**src/rtl/tick_period_meter_pkg.sv**
```systemverilog
// Shared codes, state encoding and default constants for the tick period meter.
// Default thresholds sit midway between the periods of adjacent divider settings.
package tick_meter_pkg;

   typedef enum logic [1:0] {
      SPEED_SLOWER  = 2'd0,
      SPEED_NORMAL  = 2'd1,
      SPEED_FASTER  = 2'd2,
      SPEED_EXTREME = 2'd3
   } speed_t;

   typedef enum logic [1:0] {
      ST_IDLE     = 2'd0,
      ST_MEASURE  = 2'd1,
      ST_STALLED  = 2'd2
   } state_t;

   localparam int unsigned CMP_EXTREME = 555555;
   localparam int unsigned CMP_FASTER  = 888888;
   localparam int unsigned CMP_NORMAL  = 1777777;
   localparam int unsigned CMP_SLOWER  = 3555555;

   // A divider with compare value N produces a tick every N+1 cycles.
   function automatic int unsigned period_of(input int unsigned cmp);
      return cmp + 1;
   endfunction

   localparam int unsigned DEF_THR_EXTREME = (period_of(CMP_EXTREME) + period_of(CMP_FASTER)) / 2;
   localparam int unsigned DEF_THR_FASTER  = (period_of(CMP_FASTER)  + period_of(CMP_NORMAL)) / 2;
   localparam int unsigned DEF_THR_NORMAL  = (period_of(CMP_NORMAL)  + period_of(CMP_SLOWER)) / 2;
   localparam int unsigned DEF_TIMEOUT     = 4000000;
   localparam int unsigned DEF_CNT_W       = 24;

endpackage

```
**src/rtl/tick_period_meter_if.sv**
```systemverilog
// Result channel of the tick period meter: measured data, valid/ready and status flags.
interface tick_period_meter_if #(
   parameter int unsigned CNT_W = 24
) ();
   logic [CNT_W-1:0] period_out;
   logic [1:0]       speed_level;
   logic             out_valid;
   logic             out_ready;
   logic             stalled;
   logic             overrun;

   modport master (
      output period_out, speed_level, out_valid, stalled, overrun,
      input  out_ready
   );

   modport slave (
      input  period_out, speed_level, out_valid, stalled, overrun,
      output out_ready
   );
endinterface

```
**src/rtl/tick_period_meter_speed_classifier.sv**
```systemverilog
// Combinational mapping of an interval length to one of the four speed levels.
module speed_classifier
   import tick_meter_pkg::*;
#(
   parameter int unsigned W           = DEF_CNT_W,
   parameter int unsigned THR_EXTREME = DEF_THR_EXTREME,
   parameter int unsigned THR_FASTER  = DEF_THR_FASTER,
   parameter int unsigned THR_NORMAL  = DEF_THR_NORMAL
) (
   input  logic [W-1:0] period,
   output speed_t       level
);
   localparam logic [W-1:0] T_EXTREME = W'(THR_EXTREME);
   localparam logic [W-1:0] T_FASTER  = W'(THR_FASTER);
   localparam logic [W-1:0] T_NORMAL  = W'(THR_NORMAL);

   always_comb begin
      if (period < T_EXTREME)
         level = SPEED_EXTREME;
      else if (period < T_FASTER)
         level = SPEED_FASTER;
      else if (period < T_NORMAL)
         level = SPEED_NORMAL;
      else
         level = SPEED_SLOWER;
   end
endmodule

```
**src/rtl/tick_period_meter.sv**
```systemverilog
// Measures cycles between successive ticks, classifies each interval and offers it
// on a valid/ready channel; a watchdog flags a tick source that has gone quiet.
module tick_period_meter
   import tick_meter_pkg::*;
#(
   parameter int unsigned CNT_W       = DEF_CNT_W,
   parameter int unsigned TIMEOUT     = DEF_TIMEOUT,
   parameter int unsigned THR_EXTREME = DEF_THR_EXTREME,
   parameter int unsigned THR_FASTER  = DEF_THR_FASTER,
   parameter int unsigned THR_NORMAL  = DEF_THR_NORMAL
) (
   input  logic              clkin,
   input  logic              resetn,
   input  logic              tick_in,
   tick_period_meter_if.master res
);
   localparam logic [CNT_W-1:0] TIMEOUT_C = CNT_W'(TIMEOUT);
   localparam logic [CNT_W-1:0] ONE       = CNT_W'(1);

   state_t           state, state_d;
   logic [CNT_W-1:0] cnt, cnt_d;
   logic [CNT_W-1:0] period_q, period_d;
   logic [1:0]       level_q, level_d;
   logic             valid_q, valid_d;
   logic             stalled_q, stalled_d;
   logic             overrun_q, overrun_d;
   logic             at_timeout;
   logic             new_result;
   speed_t           cls_level;

   speed_classifier #(
      .W           (CNT_W),
      .THR_EXTREME (THR_EXTREME),
      .THR_FASTER  (THR_FASTER),
      .THR_NORMAL  (THR_NORMAL)
   ) u_classifier (
      .period (cnt),
      .level  (cls_level)
   );

   assign at_timeout = (cnt == TIMEOUT_C);
   assign new_result = (state == ST_MEASURE) && tick_in;

   always_ff @(posedge clkin) begin
      if (!resetn)
         state <= ST_IDLE;
      else
         state <= state_d;
   end

   // A tick on the timeout cycle still counts as a valid interval.
   always_comb begin
      state_d = state;
      case (state)
         ST_IDLE:    if (tick_in) state_d = ST_MEASURE;
         ST_MEASURE: if (!tick_in && at_timeout) state_d = ST_STALLED;
         ST_STALLED: if (tick_in) state_d = ST_MEASURE;
         default:    state_d = ST_IDLE;
      endcase
   end

   always_comb begin
      cnt_d     = cnt;
      stalled_d = stalled_q;
      period_d  = period_q;
      level_d   = level_q;
      valid_d   = valid_q;
      overrun_d = overrun_q;

      case (state)
         ST_IDLE: begin
            if (tick_in) cnt_d = ONE;
         end
         ST_MEASURE: begin
            if (tick_in)
               cnt_d = ONE;
            else if (at_timeout)
               stalled_d = 1'b1;
            else
               cnt_d = cnt + ONE;
         end
         ST_STALLED: begin
            if (tick_in) begin
               cnt_d     = ONE;
               stalled_d = 1'b0;
            end
         end
         default: cnt_d = '0;
      endcase

      if (valid_q && res.out_ready)
         valid_d = 1'b0;
      if (new_result) begin
         period_d = cnt;
         level_d  = cls_level;
         valid_d  = 1'b1;
         if (valid_q && !res.out_ready)
            overrun_d = 1'b1;
      end
   end

   always_ff @(posedge clkin) begin
      if (!resetn) begin
         cnt       <= '0;
         period_q  <= '0;
         level_q   <= '0;
         valid_q   <= 1'b0;
         stalled_q <= 1'b0;
         overrun_q <= 1'b0;
      end else begin
         cnt       <= cnt_d;
         period_q  <= period_d;
         level_q   <= level_d;
         valid_q   <= valid_d;
         stalled_q <= stalled_d;
         overrun_q <= overrun_d;
      end
   end

   assign res.period_out  = period_q;
   assign res.speed_level = level_q;
   assign res.out_valid   = valid_q;
   assign res.stalled     = stalled_q;
   assign res.overrun     = overrun_q;
endmodule

```
**src/flat_wrapper.sv**
```systemverilog
// flat-port wrapper written by rule: the top's interface ports become plain ports
module tick_period_meter_flat import tick_meter_pkg::*;
#(
   parameter int unsigned CNT_W       = DEF_CNT_W,
   parameter int unsigned TIMEOUT     = DEF_TIMEOUT,
   parameter int unsigned THR_EXTREME = DEF_THR_EXTREME,
   parameter int unsigned THR_FASTER  = DEF_THR_FASTER,
   parameter int unsigned THR_NORMAL  = DEF_THR_NORMAL
)
  (clkin, resetn, tick_in, res_period_out, res_speed_level, res_out_valid, res_stalled, res_overrun, res_out_ready);
  tick_period_meter_if #(.CNT_W(CNT_W)) res_i ();
  input  logic clkin;
  input  logic resetn;
  input  logic tick_in;
  output wire logic [$bits(res_i.period_out)-1:0] res_period_out;
  output wire logic [$bits(res_i.speed_level)-1:0] res_speed_level;
  output wire logic [$bits(res_i.out_valid)-1:0] res_out_valid;
  output wire logic [$bits(res_i.stalled)-1:0] res_stalled;
  output wire logic [$bits(res_i.overrun)-1:0] res_overrun;
  input wire logic [$bits(res_i.out_ready)-1:0] res_out_ready;
  assign res_period_out = res_i.period_out;
  assign res_speed_level = res_i.speed_level;
  assign res_out_valid = res_i.out_valid;
  assign res_stalled = res_i.stalled;
  assign res_overrun = res_i.overrun;
  assign res_i.out_ready = res_out_ready;
  tick_period_meter #(.CNT_W(CNT_W), .TIMEOUT(TIMEOUT), .THR_EXTREME(THR_EXTREME), .THR_FASTER(THR_FASTER), .THR_NORMAL(THR_NORMAL)) u_core (.clkin(clkin), .resetn(resetn), .tick_in(tick_in), .res(res_i));
endmodule
```
**config.mk**
```make
export PLATFORM = sky130hd
export DESIGN_NAME = tick_period_meter_flat
export DESIGN_NICKNAME = d
export VERILOG_FILES = /design/src/rtl/tick_period_meter_pkg.sv /design/src/rtl/tick_period_meter_if.sv /design/src/rtl/tick_period_meter_speed_classifier.sv /design/src/rtl/tick_period_meter.sv /design/src/flat_wrapper.sv
export SDC_FILE = /design/constraint.sdc
export NUM_CORES = 1
export LEC_CHECK = 0
export ABC_AREA = 0
export BUFFER_PORTS_ARGS = -buffer_cell sky130_fd_sc_hd__buf_2
export CAP_MARGIN = 30
export CELL_PAD_IN_SITES_DETAIL_PLACEMENT = 0
export CELL_PAD_IN_SITES_GLOBAL_PLACEMENT = 1
export CORE_UTILIZATION = 43
export DETAILED_ROUTE_END_ITERATION = 12
export PLACE_DENSITY = 0.77
export SYNTH_ARGS = -nofsm -noshare
export SYNTH_HDL_FRONTEND = slang
export SYNTH_SLANG_ARGS = --single-unit
```
**constraint.sdc**
```tcl
create_clock -name clkin -period 2.1 [get_ports clkin]
set_clock_uncertainty 0.15 [all_clocks]
set_input_delay 0.315 -clock clkin [delete_from_list [all_inputs] [get_ports clkin]]
set_output_delay 0.315 -clock clkin [all_outputs]
set_load 0.005 [all_outputs]
```
* After elaboration in Yosys (flattened, before gate mapping)
Cells that the tools add are included.
Cells by class: mux-type cells 16, add/sub/neg operators 1, order comparisons 3, eq/ne operators 9, reduce and logical (&&, ||, !) cells 14
Operators by type and width (number):
- two-way mux 24 bit | 3
- case mux 24 bit (2 select lines) | 1
- adder 24 x 1 -> 24 bit, second input constant | 1
- == test 24 x 22 -> 1 bit, second input constant | 1
- < comparator 24 x 20 -> 1 bit, second input constant | 1
- < comparator 24 x 21 -> 1 bit, second input constant | 1
- < comparator 24 x 22 -> 1 bit, second input constant | 1
- two-way mux 2 bit | 4
- two-way mux 1 bit | 6
- != test 2 bit, second input constant | 3
- AND reduction 2 bit | 3
- logical AND 1 bit | 4
- != test 2 x 1 -> 1 bit, second input constant | 2
- case mux 2 bit (2 select lines) | 1
- AND reduction 4 bit | 1
- nonzero test 2 bit | 2
- != test 3 bit, second input constant | 1
- == test 2 x 1 -> 1 bit, second input constant | 1
- == test 2 bit, second input constant | 1
- zero test 1 bit | 2
- zero test 2 bit | 1
- case mux 1 bit (2 select lines) | 1
- OR reduction 2 bit | 1
Storage, ports and cells: register bits 55, output and inout port bits 29, word-level logic and storage cells 50, bits of input ports 4

* Longest topological paths before layout
depth in word-level cells 4, mapped depth 8, gate-level depth less buffers 7

* Modules after synthesis
Synthesis repeated with hierarchy kept, for this count alone.
Unflattened totals: cells, all modules 320, area, all modules 2583.7 µm²
Modules (own cells, without submodules):
- tick_period_meter | area each 2342.2 µm², sequential area each 1101.1 µm², instances 1, cells each 284
- speed_classifier | area each 241.5 µm², sequential area each 0.0 µm², instances 1, cells each 36

* Worst setup path before layout
Ideal clock, no wire load.
kind reg2reg, start point register u_core.cnt[0], end point register u_core.cnt[11], library setup time 0.070 ns, path slack 0.300 ns, arrival time 1.579 ns, data required time 1.880 ns, stages on the path, launching flop included 9, cells stage by stage dfxtp_1 inv_1 ha_1 nor4b_2 nand4_4 o21ai_2 buf_6 or3_1 a21oi_1
Between the ends: longest elaborated chain between the ends 4
RTL lines:
- from (decl) | RTL line tick_period_meter.sv:21 | logic [CNT_W-1:0] cnt, cnt_d;
- from (signal assigned) | RTL line tick_period_meter.sv:111 | cnt <= cnt_d;
- adder 24 x 1 -> 24 bit | RTL line tick_period_meter.sv:80 | cnt_d = cnt + ONE;
- two-way mux 24 bit | RTL line tick_period_meter.sv:77 | else if (at_timeout)
- two-way mux 24 bit | RTL line tick_period_meter.sv:75 | if (tick_in)
- case mux 24 bit (2 select lines) | RTL line tick_period_meter.sv:70 | case (state)
Several ways; a longest one is shown, not always the timed one. The select of a mux whose other input is x is not followed. A chain may end at the register's enable or synchronous reset.

* Worst setup path in the final report
start point register u_core.cnt[1], end point register u_core.stalled_q, in the netlist u_core.res.stalled
Between the ends: longest elaborated chain between the ends 3
RTL lines:
- == test 24 x 22 -> 1 bit | RTL line tick_period_meter.sv:41 | assign at_timeout = (cnt == TIMEOUT_C);
- != test 2 x 1 -> 1 bit (no source line)
- AND reduction 4 bit (no source line)
- to (signal assigned) | RTL line tick_period_meter.sv:115 | stalled_q <= stalled_d;
- to (decl) | RTL line tick_period_meter.sv:25 | logic stalled_q, stalled_d;
No other way between the ends.

==> impl_metrics.toml <==
[status]
status = "finished clean"

[sta]
rsz0062_at_grt = "false"
slew_headroom_pct = 74.04
fin_setup_tns_ns = 0
hold_violations = 0
fin_crit_sh_pct = 93.23
fin_crit_ns = 1.958
slew_violations = 0
tightest_slew_ns = 0.3865
setup_viol_count_final = 0
max_freq_ghz = 0.5108
fin_hold_ws_ns = 0.1415

[drt]
routedWlPerCell_um = 14.35
drtIter0Drc = 107
drcViolationCount = 0
viasPerCell = 5.357
dr.pass1.iters = 4
postRouteAntennaNets = 0
totalWireLength_mm = 6.473
vias = 2416

[setup_path]
worstPathCellList = "inv_1 > ha_1 > nor4b_4 > buf_4 > nand4_2 > nor2_1 > a31oi_1 > a311oi_1"
cp_max_fo = 7
startpoint = "u_core.cnt[1]$_SDFFE_PN0P_"
end_kind = "flop"
crit_slowest_cell = "dfxtp_1"
critical_path.max_stage_delay_ns = 0.38
critPathKind = "flop to flop"
r2r-start = "u_core.cnt[1]$_SDFFE_PN0P_"
crit_path_start_kind = "flop"
worstPathRequired_ns = 2.17
crit_family = "simple AND/OR/NAND/NOR gates"
crit_buf_inv = 2
arrival_ns = 2.03

[power]
netSwitchingFraction_pct = 23.50
power.leakage_nw = 1.285
pwr-share-clk_pct = 33.0
peakVddDrop_uv = 270.6
pwr-share-comb_pct = 5.8
p_per_area_nw_per_um2 = 534.7
power_frac_seq_pct = 61.2
p_sw_mw = 0.4065
intPower_mw = 1.323

[cts]
htree_levels = 2
clk_pin_slew_ns = 0.10
worstSkewPairLatency_ns = 0.31
cts_buffers = 5
cts-root-buf = "clkbuf_8"
clk_path_buf_depth = 2
cts_tree = "built"
clkSinkCount = 55

[global_route]
grt_pass1_wl_mm = 10.57
gr-total-overflow = 0
grt_pass1_vias = 2193
antenna_found_initial = 0
grt_max_degree = 30
track_usage_pct = 20.66

[logic_synthesis]
syn_inst = 330
syn-cell-area_um2 = 2748
ys_ff_latch = 55
avgSynthCellArea_um2 = 8.326
ys_seq_area_share_pct = 40.07
syn_nets = 336
yosys_warnings = 0
ys_async_sr_fraction_pct = 0
synth_ff_type = "dfxtp_1"
synth_edf_count = 0
ys_types = 52

[finish]
final_core_util_pct = 53.68
register_area_um2 = 1105
nets = 381
multiInputGateArea_um2 = 1531
fillCellCount = 584
drive_above_1_share_pct = 23.67
fin_area_um2 = 3234
syn_to_final_growth_pct = 17.71
antennaDiodeCount = 0

[die]
die-area_um2 = 6713
die_w_um = 81.94
rows = 28
fp.dieH_um = 81.94
start_util_pct = 45.60
core_area_um2 = 6026
io_pins = 33

[hold_path]
hold_path.class = "input port to flop"
min-delay-start = "resetn"

[place]
io_buffer_count = 32
globalplace.congestion = 0.8403
dpl_cell_area_um2 = 3087
dp.final_hpwl_mm = 4.769

[run]
cap_violations = 0
-- repair_timing --
item / 4_1_cts / 5_1_grt
buffers inserted: 0 / 2
resized for setup: 0 / 7
setup endpoints to repair: 0 / 11
hold buffers: 0 / 0
-- logic make-up after synthesis --
kind of cell,count (synthesis),share of synthesized area [%]
AOI/OAI and AO/OA,81,20.17
buffers and inverters,33,5.783
adders and majority gates,2,0.9106
DFF,55,40.07
muxes,1,0.3643
xor gates and xnor gates,14,4.463
and+or+nand+nor,144,28.23
-- flip-flops by register name (all words and copies together), names as in the netlist --
name	flops
u_core.cnt	24
u_core.res.speed_level	2
u_core.res.period_out	24
u_core.state	2
u_core.res.overrun	1
u_core.res.stalled	1
u_core.res.out_valid	1
-- cells in the mapped netlist, types with 4 or more instances --
cell type / instances / area, µm²
buf_2: 7 / 35.03
or3_1: 7 / 43.79
xor2_1: 12 / 105.1
inv_1: 7 / 26.28
o2111ai_1: 4 / 35.03
a21boi_0: 26 / 195.2
o21ai_0: 10 / 50.05
dfxtp_1: 55 / 1101
nand2_1: 68 / 255.2
o211ai_1: 6 / 45.04
nor2_1: 21 / 78.83
nand4_1: 7 / 43.79
nand3_1: 9 / 45.04
clkbuf_1: 14 / 52.55
a21oi_1: 16 / 80.08
-- final cells by class --
class / instances / share of cell area (%)
multi-input cells: 243 / 47.35
clock inverters: 2 / 0.3868
clock buffers: 6 / 2.244
inverters: 7 / 0.8124
flip-flops and latches: 55 / 34.16
well taps: 75 / 2.901
repair buffers: 63 / 12.15
-- layer usage --
layer  vias to the layer above  part of all wire [%]  wire length [µm]  global-route usage (%)
li1                       1236                     -                 -                       -
met1                      1130                    51              3312                   30.04
met2                        44                    44              2826                   30.74
met3                         6                   4.3               278                   4.000
met4                         0                  0.87                56                   5.439
met5                         -                     0                 0                       0
-- cell usage in the layout, fill, tap and decap left out, types with 9 or more instances in the layout --
master	instances
a21boi_0	26
nand2_1	68
nand3_1	9
o21ai_0	10
buf_4	31
nor2_1	21
buf_2	32
xor2_1	12
dfxtp_1	52
a21oi_1	16
-- worst min-delay path: stages --
cell and delay [ns]:
buf_2 0.12, nand2_1 0.08, a21oi_1 0.05
-- per-stage QoR --
step	std cells	setup slack, ns	total power, mW
finish	451	0.1422	1.729
global route	451	0.01675	1.811
CTS	448	0.02588	1.751
detailed placement	440	0.05775	1.175
global placement	440	0.09294	1.175
floorplan	330	0.3003	1.146
-- power by group through the flow --
stage	Sequential [mW]	Combinational (mW)	Clock, mW
floorplan	1.08	0.0653	0
global placement	1.08	0.0932	0
detailed placement	1.08	0.0928	0
CTS	1.06	0.0931	0.599
global route	1.06	0.110	0.640
finish	1.06	0.0997	0.571
-- path summary, 6_finish.rpt --
kind / end / slack (ns) / cells after the start
max: u_core.res.stalled$_SDFFE_PN0P_ / 0.14 / 8
min: u_core.state[0]$_SDFFE_PN0P_ / 0.14 / 3
max reg2reg: u_core.res.stalled$_SDFFE_PN0P_ / 0.14 / 8
min reg2reg: u_core.res.period_out[2]$_SDFFE_PN0P_ / 0.31 / 2
Note: power is estimated with default switching activity, not from simulation.
